**src/rtl/im2col_mapper_if.sv**
```systemverilog
// Pixel-in / window-out stream bundle for im2col_mapper.
// The slave modport is the mapper side; master is the producer/consumer side.
interface im2col_mapper_if #(
    parameter int data_width = 16,
    parameter int row        = 25
);
    logic [data_width-1:0]          pixel_in;
    logic                           pixel_valid;
    logic                           pixel_ready;
    logic [row-1:0][data_width-1:0] map_2_iarray;
    logic                           map_valid;
    logic                           map_ready;

    modport master (
        output pixel_in, pixel_valid, map_ready,
        input  pixel_ready, map_2_iarray, map_valid
    );

    modport slave (
        input  pixel_in, pixel_valid, map_ready,
        output pixel_ready, map_2_iarray, map_valid
    );
endinterface

```
**src/rtl/im2col_mapper.sv**
```systemverilog
// Streaming im2col: raster pixels in, one K*K window vector out per valid position
// (stride 1, no padding), using K-1 line buffers and a sliding K*K window register.
module im2col_mapper #(
    parameter int data_width = 16,
    parameter int K          = 5,
    parameter int row        = 25,
    parameter int img_w      = 32,
    parameter int img_h      = 32
) (
    input  logic           clk,
    input  logic           nrst,
    input  logic           start,
    im2col_mapper_if.slave bus,
    output logic [9:0]     win_cnt,
    output logic           busy,
    output logic           done
);
    localparam int CW    = (img_w > 1) ? $clog2(img_w) : 1;
    localparam int RW    = (img_h > 1) ? $clog2(img_h) : 1;
    localparam int TOTAL = (img_h - K + 1) * (img_w - K + 1);

    localparam logic [CW-1:0] COL_LAST = CW'(img_w - 1);
    localparam logic [RW-1:0] ROW_LAST = RW'(img_h - 1);
    localparam logic [CW-1:0] COL_WIN  = CW'(K - 1);
    localparam logic [RW-1:0] ROW_WIN  = RW'(K - 1);
    localparam logic [9:0]    WIN_LAST = 10'(TOTAL - 1);

    typedef enum logic [1:0] {S_IDLE, S_LOAD, S_DRAIN, S_DONE} state_t;

    state_t                              state_q, state_d;
    logic [CW-1:0]                       col_q, col_d;
    logic [RW-1:0]                       row_q, row_d;
    logic [K-1:0][K-1:0][data_width-1:0] win_q, win_d;
    logic [row-1:0][data_width-1:0]      map_q, map_d;
    logic                                mvld_q, mvld_d;
    logic                                pend_q, pend_d;
    logic [9:0]                          wcnt_q, wcnt_d;

    // lb_q[0] holds the previous image row, lb_q[K-2] the oldest one
    logic [data_width-1:0]               lb_q [K-1][img_w];
    logic [K-1:0][data_width-1:0]        new_col;

    logic pix_rdy, accept, consume, load, start_acc, last_pix, win_hit;

    assign pix_rdy   = (state_q == S_LOAD) && (!mvld_q || bus.map_ready);
    assign accept    = bus.pixel_valid && pix_rdy;
    assign consume   = mvld_q && bus.map_ready;
    assign load      = pend_q && (!mvld_q || bus.map_ready);
    assign start_acc = start && (state_q == S_IDLE);
    assign last_pix  = (col_q == COL_LAST) && (row_q == ROW_LAST);
    assign win_hit   = (col_q >= COL_WIN) && (row_q >= ROW_WIN);

    // Column entering the window: K-1 buffered rows above, live pixel at the bottom
    for (genvar kr = 0; kr < K - 1; kr++) begin : g_col
        assign new_col[kr] = lb_q[K-2-kr][col_q];
    end
    assign new_col[K-1] = bus.pixel_in;

    always_ff @(posedge clk) begin
        if (accept) begin
            lb_q[0][col_q] <= bus.pixel_in;
            for (int j = 1; j < K - 1; j++) begin
                lb_q[j][col_q] <= lb_q[j-1][col_q];
            end
        end
    end

    always_comb begin
        state_d = state_q;
        case (state_q)
            S_IDLE:  if (start) state_d = S_LOAD;
            S_LOAD:  if (accept && last_pix) state_d = S_DRAIN;
            S_DRAIN: if (consume && (wcnt_q == WIN_LAST)) state_d = S_DONE;
            S_DONE:  state_d = S_IDLE;
            default: state_d = S_IDLE;
        endcase
    end

    always_comb begin
        col_d  = col_q;
        row_d  = row_q;
        win_d  = win_q;
        map_d  = map_q;
        mvld_d = mvld_q;
        pend_d = pend_q;
        wcnt_d = wcnt_q;

        // A completed window waits in win_q until the output slot is free
        if (load) begin
            for (int kr = 0; kr < K; kr++) begin
                for (int kc = 0; kc < K; kc++) begin
                    map_d[kr*K + kc] = win_q[kr][kc];
                end
            end
            mvld_d = 1'b1;
            pend_d = 1'b0;
        end else if (consume) begin
            mvld_d = 1'b0;
        end

        if (accept) begin
            pend_d = win_hit;
            for (int kr = 0; kr < K; kr++) begin
                for (int kc = 0; kc < K - 1; kc++) begin
                    win_d[kr][kc] = win_q[kr][kc+1];
                end
                win_d[kr][K-1] = new_col[kr];
            end
            if (col_q == COL_LAST) begin
                col_d = '0;
                row_d = (row_q == ROW_LAST) ? '0 : row_q + 1'b1;
            end else begin
                col_d = col_q + 1'b1;
            end
        end

        if (consume) wcnt_d = wcnt_q + 10'd1;

        if (start_acc) begin
            col_d  = '0;
            row_d  = '0;
            pend_d = 1'b0;
            wcnt_d = '0;
        end
    end

    always_ff @(posedge clk or negedge nrst) begin
        if (!nrst) begin
            state_q <= S_IDLE;
            col_q   <= '0;
            row_q   <= '0;
            win_q   <= '0;
            map_q   <= '0;
            mvld_q  <= 1'b0;
            pend_q  <= 1'b0;
            wcnt_q  <= '0;
        end else begin
            state_q <= state_d;
            col_q   <= col_d;
            row_q   <= row_d;
            win_q   <= win_d;
            map_q   <= map_d;
            mvld_q  <= mvld_d;
            pend_q  <= pend_d;
            wcnt_q  <= wcnt_d;
        end
    end

    assign bus.pixel_ready  = pix_rdy;
    assign bus.map_valid    = mvld_q;
    assign bus.map_2_iarray = map_q;
    assign win_cnt          = wcnt_q;
    assign busy             = (state_q == S_LOAD) || (state_q == S_DRAIN);
    assign done             = (state_q == S_DONE);
endmodule

```
**src/flat_wrapper.sv**
```systemverilog
// flat-port wrapper written by rule: the top's interface ports become plain ports
module im2col_mapper_flat 
#(
    parameter int data_width = 16,
    parameter int K          = 5,
    parameter int row        = 25,
    parameter int img_w      = 32,
    parameter int img_h      = 32
)
  (clk, nrst, start, win_cnt, busy, done, bus_pixel_in, bus_pixel_valid, bus_map_ready, bus_pixel_ready, bus_map_2_iarray, bus_map_valid);
  im2col_mapper_if #(.data_width(data_width), .row(row)) bus_i ();
  input  logic clk;
  input  logic nrst;
  input  logic start;
  output logic [9:0] win_cnt;
  output logic busy;
  output logic done;
  input wire logic [$bits(bus_i.pixel_in)-1:0] bus_pixel_in;
  input wire logic [$bits(bus_i.pixel_valid)-1:0] bus_pixel_valid;
  input wire logic [$bits(bus_i.map_ready)-1:0] bus_map_ready;
  output wire logic [$bits(bus_i.pixel_ready)-1:0] bus_pixel_ready;
  output wire logic [$bits(bus_i.map_2_iarray)-1:0] bus_map_2_iarray;
  output wire logic [$bits(bus_i.map_valid)-1:0] bus_map_valid;
  assign bus_i.pixel_in = bus_pixel_in;
  assign bus_i.pixel_valid = bus_pixel_valid;
  assign bus_i.map_ready = bus_map_ready;
  assign bus_pixel_ready = bus_i.pixel_ready;
  assign bus_map_2_iarray = bus_i.map_2_iarray;
  assign bus_map_valid = bus_i.map_valid;
  im2col_mapper #(.data_width(data_width), .K(K), .row(row), .img_w(img_w), .img_h(img_h)) u_core (.clk(clk), .nrst(nrst), .start(start), .bus(bus_i), .win_cnt(win_cnt), .busy(busy), .done(done));
endmodule
```
**config.mk**
```make
export PLATFORM = sky130hd
export DESIGN_NAME = im2col_mapper_flat
export DESIGN_NICKNAME = d
export VERILOG_FILES = /design/src/rtl/im2col_mapper_if.sv /design/src/rtl/im2col_mapper.sv /design/src/flat_wrapper.sv
export SDC_FILE = /design/constraint.sdc
export NUM_CORES = 2
export LEC_CHECK = 0
export ABC_AREA = 0
export CAP_MARGIN = 0
export CORE_MARGIN = 5
export CORE_UTILIZATION = 46
export CTS_BUF_LIST = sky130_fd_sc_hd__clkbuf_8
export DETAILED_ROUTE_END_ITERATION = 7
export HOLD_SLACK_MARGIN = 0.03
export PLACE_DENSITY = 0.75
export SYNTH_ARGS = -nofsm -noshare
export SYNTH_HDL_FRONTEND = slang
export SYNTH_SLANG_ARGS = --single-unit
```
**constraint.sdc**
```tcl
create_clock -name clk -period 10.4 [get_ports clk]
set_clock_uncertainty 0.2 [all_clocks]
set_input_delay 2.08 -clock clk [delete_from_list [all_inputs] [get_ports clk]]
set_output_delay 2.08 -clock clk [all_outputs]
set_load 0.02 [all_outputs]
```
==> results by group <==
Run status
  • Status: finished clean

Clock tree
  • Clk Latency, worst-skew pair: 1.12 ns
  • Post-CTS setup buffers: 0
  • CTS Sinks: 2,872
  • Hold buffer count at cts: 0
  • TritonCTS Buffers: 439
  • Root buf cell: clkbuf_8
  • Clock-pin slew on the worst setup and hold paths: 0.06 ns
  • H-tree Lvls: 5
  • CTS tree: yes
  • PostCTS Resize Cnt: 0
  • Clk buf depth: 4

STA
  • Slew Limit Fails: 0
  • Worst Tran Pin Value: 1.382 ns
  • Setup_tns: 0 ns
  • Rel. slew slack: 7.615%
  • RSZ-0062 raised after global routing: no
  • Fin crit period: 6.113 ns
  • Final worst setup slack: 4.287 ns
  • Tcrit/Tclk final: 58.78%
  • WHS: 0.2624 ns
  • Final hold vios: 0
  • Setup violators final: 0
  • FMAX: 163.6 MHz

Min path
  • Hold Path Depth: 2
  • Critical hold path startpoint: u_core.win_q[210]
  • Worst hold endpoint: u_core.win_q[194]
  • Hold Path Class: reg2reg

Cells and area
  • Layout area overhead: 14.98%
  • Net count, final: 7,290
  • Share of layout cells above drive strength 1: 15.99%
  • Design area: 124,700 um2

Yosys
  • Post-Syn Area: 108,500 um2
  • Mapped Cells: 6,591
  • Most common cell in the netlist: edfxtp_1
  • Seq/Total Area, Yosys: 75.70%
  • Synthesis Warnings: 0
  • Area leader, netlist: edfxtp_1
  • EDFF count, synth: 2,048
  • Most frequent cells after synthesis: edfxtp_1, nand2_1, mux2i_1
  • Ys async rst share: 28.69%
  • Count of state elements after synthesis: 2,872
  • Synthesized area per cell: 16.46 um2
  • Ranking of synthesized cells by area: edfxtp_1, dfrtp_1, mux2i_1
  • Syn nets: 6,626
  • Share of the synthesized area in the top cell type: 56.69%
  • Cell variety after synth: 57
  • Main synth FF type: edfxtp_1

Worst setup path
  • CP max stage delay: 0.60 ns
  • Flop2flop setup slack: 4.49 ns
  • FF-to-FF path depth: 6
  • Worst EP arrival: 3.83 ns
  • Critical register-to-register path startpoint: u_core.col_q[1]
  • Crit-path cells: clkdlybuf4s50_1, nand2b_1, and2_1, clkdlybuf4s50_1
  • Most common cell on crit path: clkdlybuf4s50_1
  • Crit start category: input port
  • WP data required: 8.12 ns
  • CP max-delay cell: clkdlybuf4s50_1
  • Top Family by Delay on Critical Path: buffers and inverters
  • Crit-path max FO: 8
  • Worst path buffer plus inverter count: 2
  • Critical Path End Type: primary output
  • Crit path kind: in2out
  • Crit Reg-Reg Endpoint: u_core.lb_q[1][475]

Pwr
  • Sequential power share: 50.5%
  • Clock share of power: 26.9%
  • Sw Share: 32.13%
  • PD cells: 257.3 nW/um2
  • VDD IR max: 234.5 uV
  • Combinational Power Share: 22.5%
  • Psw: 10.31 mW
  • Internal power: 21.78 mW
  • LEAKAGE: 48.55 nW

Placed design
  • Area post-placement: 116,600 um2
  • DP HPWL: 166,300 um
  • GP Congestion: 0.8408
  • DP Worst Slack: 3.446 ns
  • Buffers on Ports: 434

GRT
  • Vias in the first global route: 61,820
  • GR Overflow Total: 0
  • Aggregate global-route resource usage: 22.33%
  • Antenna violations before repair: 11
  • Global-route wire length before repair: 408,900 um
  • Largest net degree at the start of global routing: 190

Routing
  • Vias per cell: 5.757
  • Via count: 61,860
  • Met2 Wirelength: 131,700 um
  • DR top layer: met5
  • WL met3: 29,570 um
  • Pre-Repair DR Iteration Count: 6
  • Detail Route Antenna Nets: 0
  • Routed WL: 281,700 um
  • Residual DRC: 0
  • WL met1: 108,700 um
  • WL/cell: 26.21 um
  • DR iter-0 viols: 6,872

Floorplanning
  • Starting density of the core: 46.17%
  • Die area: 245,600 um2
  • Die Wd: 495.6 um
  • Die Ht: 495.6 um
  • Core Region: 235,000 um2
  • Core Rows: 178
  • I/O pin total: 435

Flow run
  • Max Cap Viol: 0
## power groups by stage
stage	combinational, mW	sequential, mW	clock [mW]
6_report	7.23	16.2	8.64
5_1_grt	7.58	16.3	9.30
4_1_cts	7.11	16.2	8.76
3_5_place_dp	7.10	16.4	0
3_3_place_gp	6.86	16.4	0
2_1_floorplan	4.28	15.9	0
## sequential cells by signal, indices dropped and copies added (netlist names)
| signal | count |
|---|---|
| u_core.col_q | 5 |
| u_core.lb_q | 2048 |
| u_core.bus.map_2_iarray | 400 |
| u_core.pend_q | 1 |
| u_core.state_q | 2 |
| u_core.win_q | 400 |
| u_core.win_cnt | 10 |
| u_core.bus.map_valid | 1 |
| u_core.row_q | 5 |
## metrics by stage
step / instances / utilization [%] / power [mW]
after floorplan: 6591 / - / 20.21
final: 10750 / 53.08 / 32.09
after CTS: 10740 / 53.08 / 32.07
after global routing: 10750 / 53.08 / 33.17
after detailed placement: 9964 / 49.63 / 23.52
after global placement: 9964 / 49.63 / 23.23
## final cells by class
type                       instances  area (um2)
clock inverter                   292        1401
fill                           18290      110200
inverter                          11       41.29
tap                             3150        3941
clock buffer                     488        6716
antenna                            2       5.005
timing repair buffer             588        5655
multi-input combinational       3343       24840
sequential                      2872       82130
## layout by cell type (no fill, tap or decap), types with 108 or more instances in the layout
master / n
clkdlybuf4s50_1: 433
o22ai_1: 429
inv_1: 185
clkbuf_8: 488
nand2_1: 1082
nor4_1: 108
mux2_2: 404
buf_4: 142
mux2i_1: 893
edfxtp_1: 2048
dfrtp_1: 822
## routing by layer
metal | GRT usage, % | vias to the layer above
li1 | - | 26320
met2 | 35.41 | 3520
met1 | 29.70 | 31410
met4 | 9.294 | 6
met5 | 0 | -
met3 | 5.575 | 604
## cell families after synthesis
| family | synth area share [%] |
|---|---|
| xor+xnor | 0.07267 |
| simple gates | 5.241 |
| compound gates | 3.481 |
| flops | 75.70 |
| buf+inv | 1.719 |
| fa+ha+maj | 0.1615 |
| mux | 13.62 |
## how the worst max path moves through the flow
stage                        startpoint                  end  slack (ns)  cells after the start
after global routing      bus_map_ready      bus_pixel_ready        4.18                      4
after CTS                 bus_map_ready      bus_pixel_ready        4.29                      4
after detailed placement  bus_map_ready  u_core.lb_q[1][289]        3.45                      6
after floorplan           bus_map_ready    u_core.lb_q[0][0]        3.99                      7
final                     bus_map_ready      bus_pixel_ready        4.29                      4
after global placement    bus_map_ready  u_core.lb_q[2][300]        3.60                      6
## worst register-to-register path: cells and delay by family, from the launching register on
| family | cells | cell delay (ns) |
|---|---|---|
| AND/OR/NAND/NOR | 2 | 2.18 |
| buffers and inverters | 2 | 1.26 |
| flip-flops | 1 | 1.01 |
| multiplexers | 1 | 0.42 |
| AO/OA/AOI/OAI | 1 | 0.14 |
No activity file was read; power rests on OpenSTA's default activity.
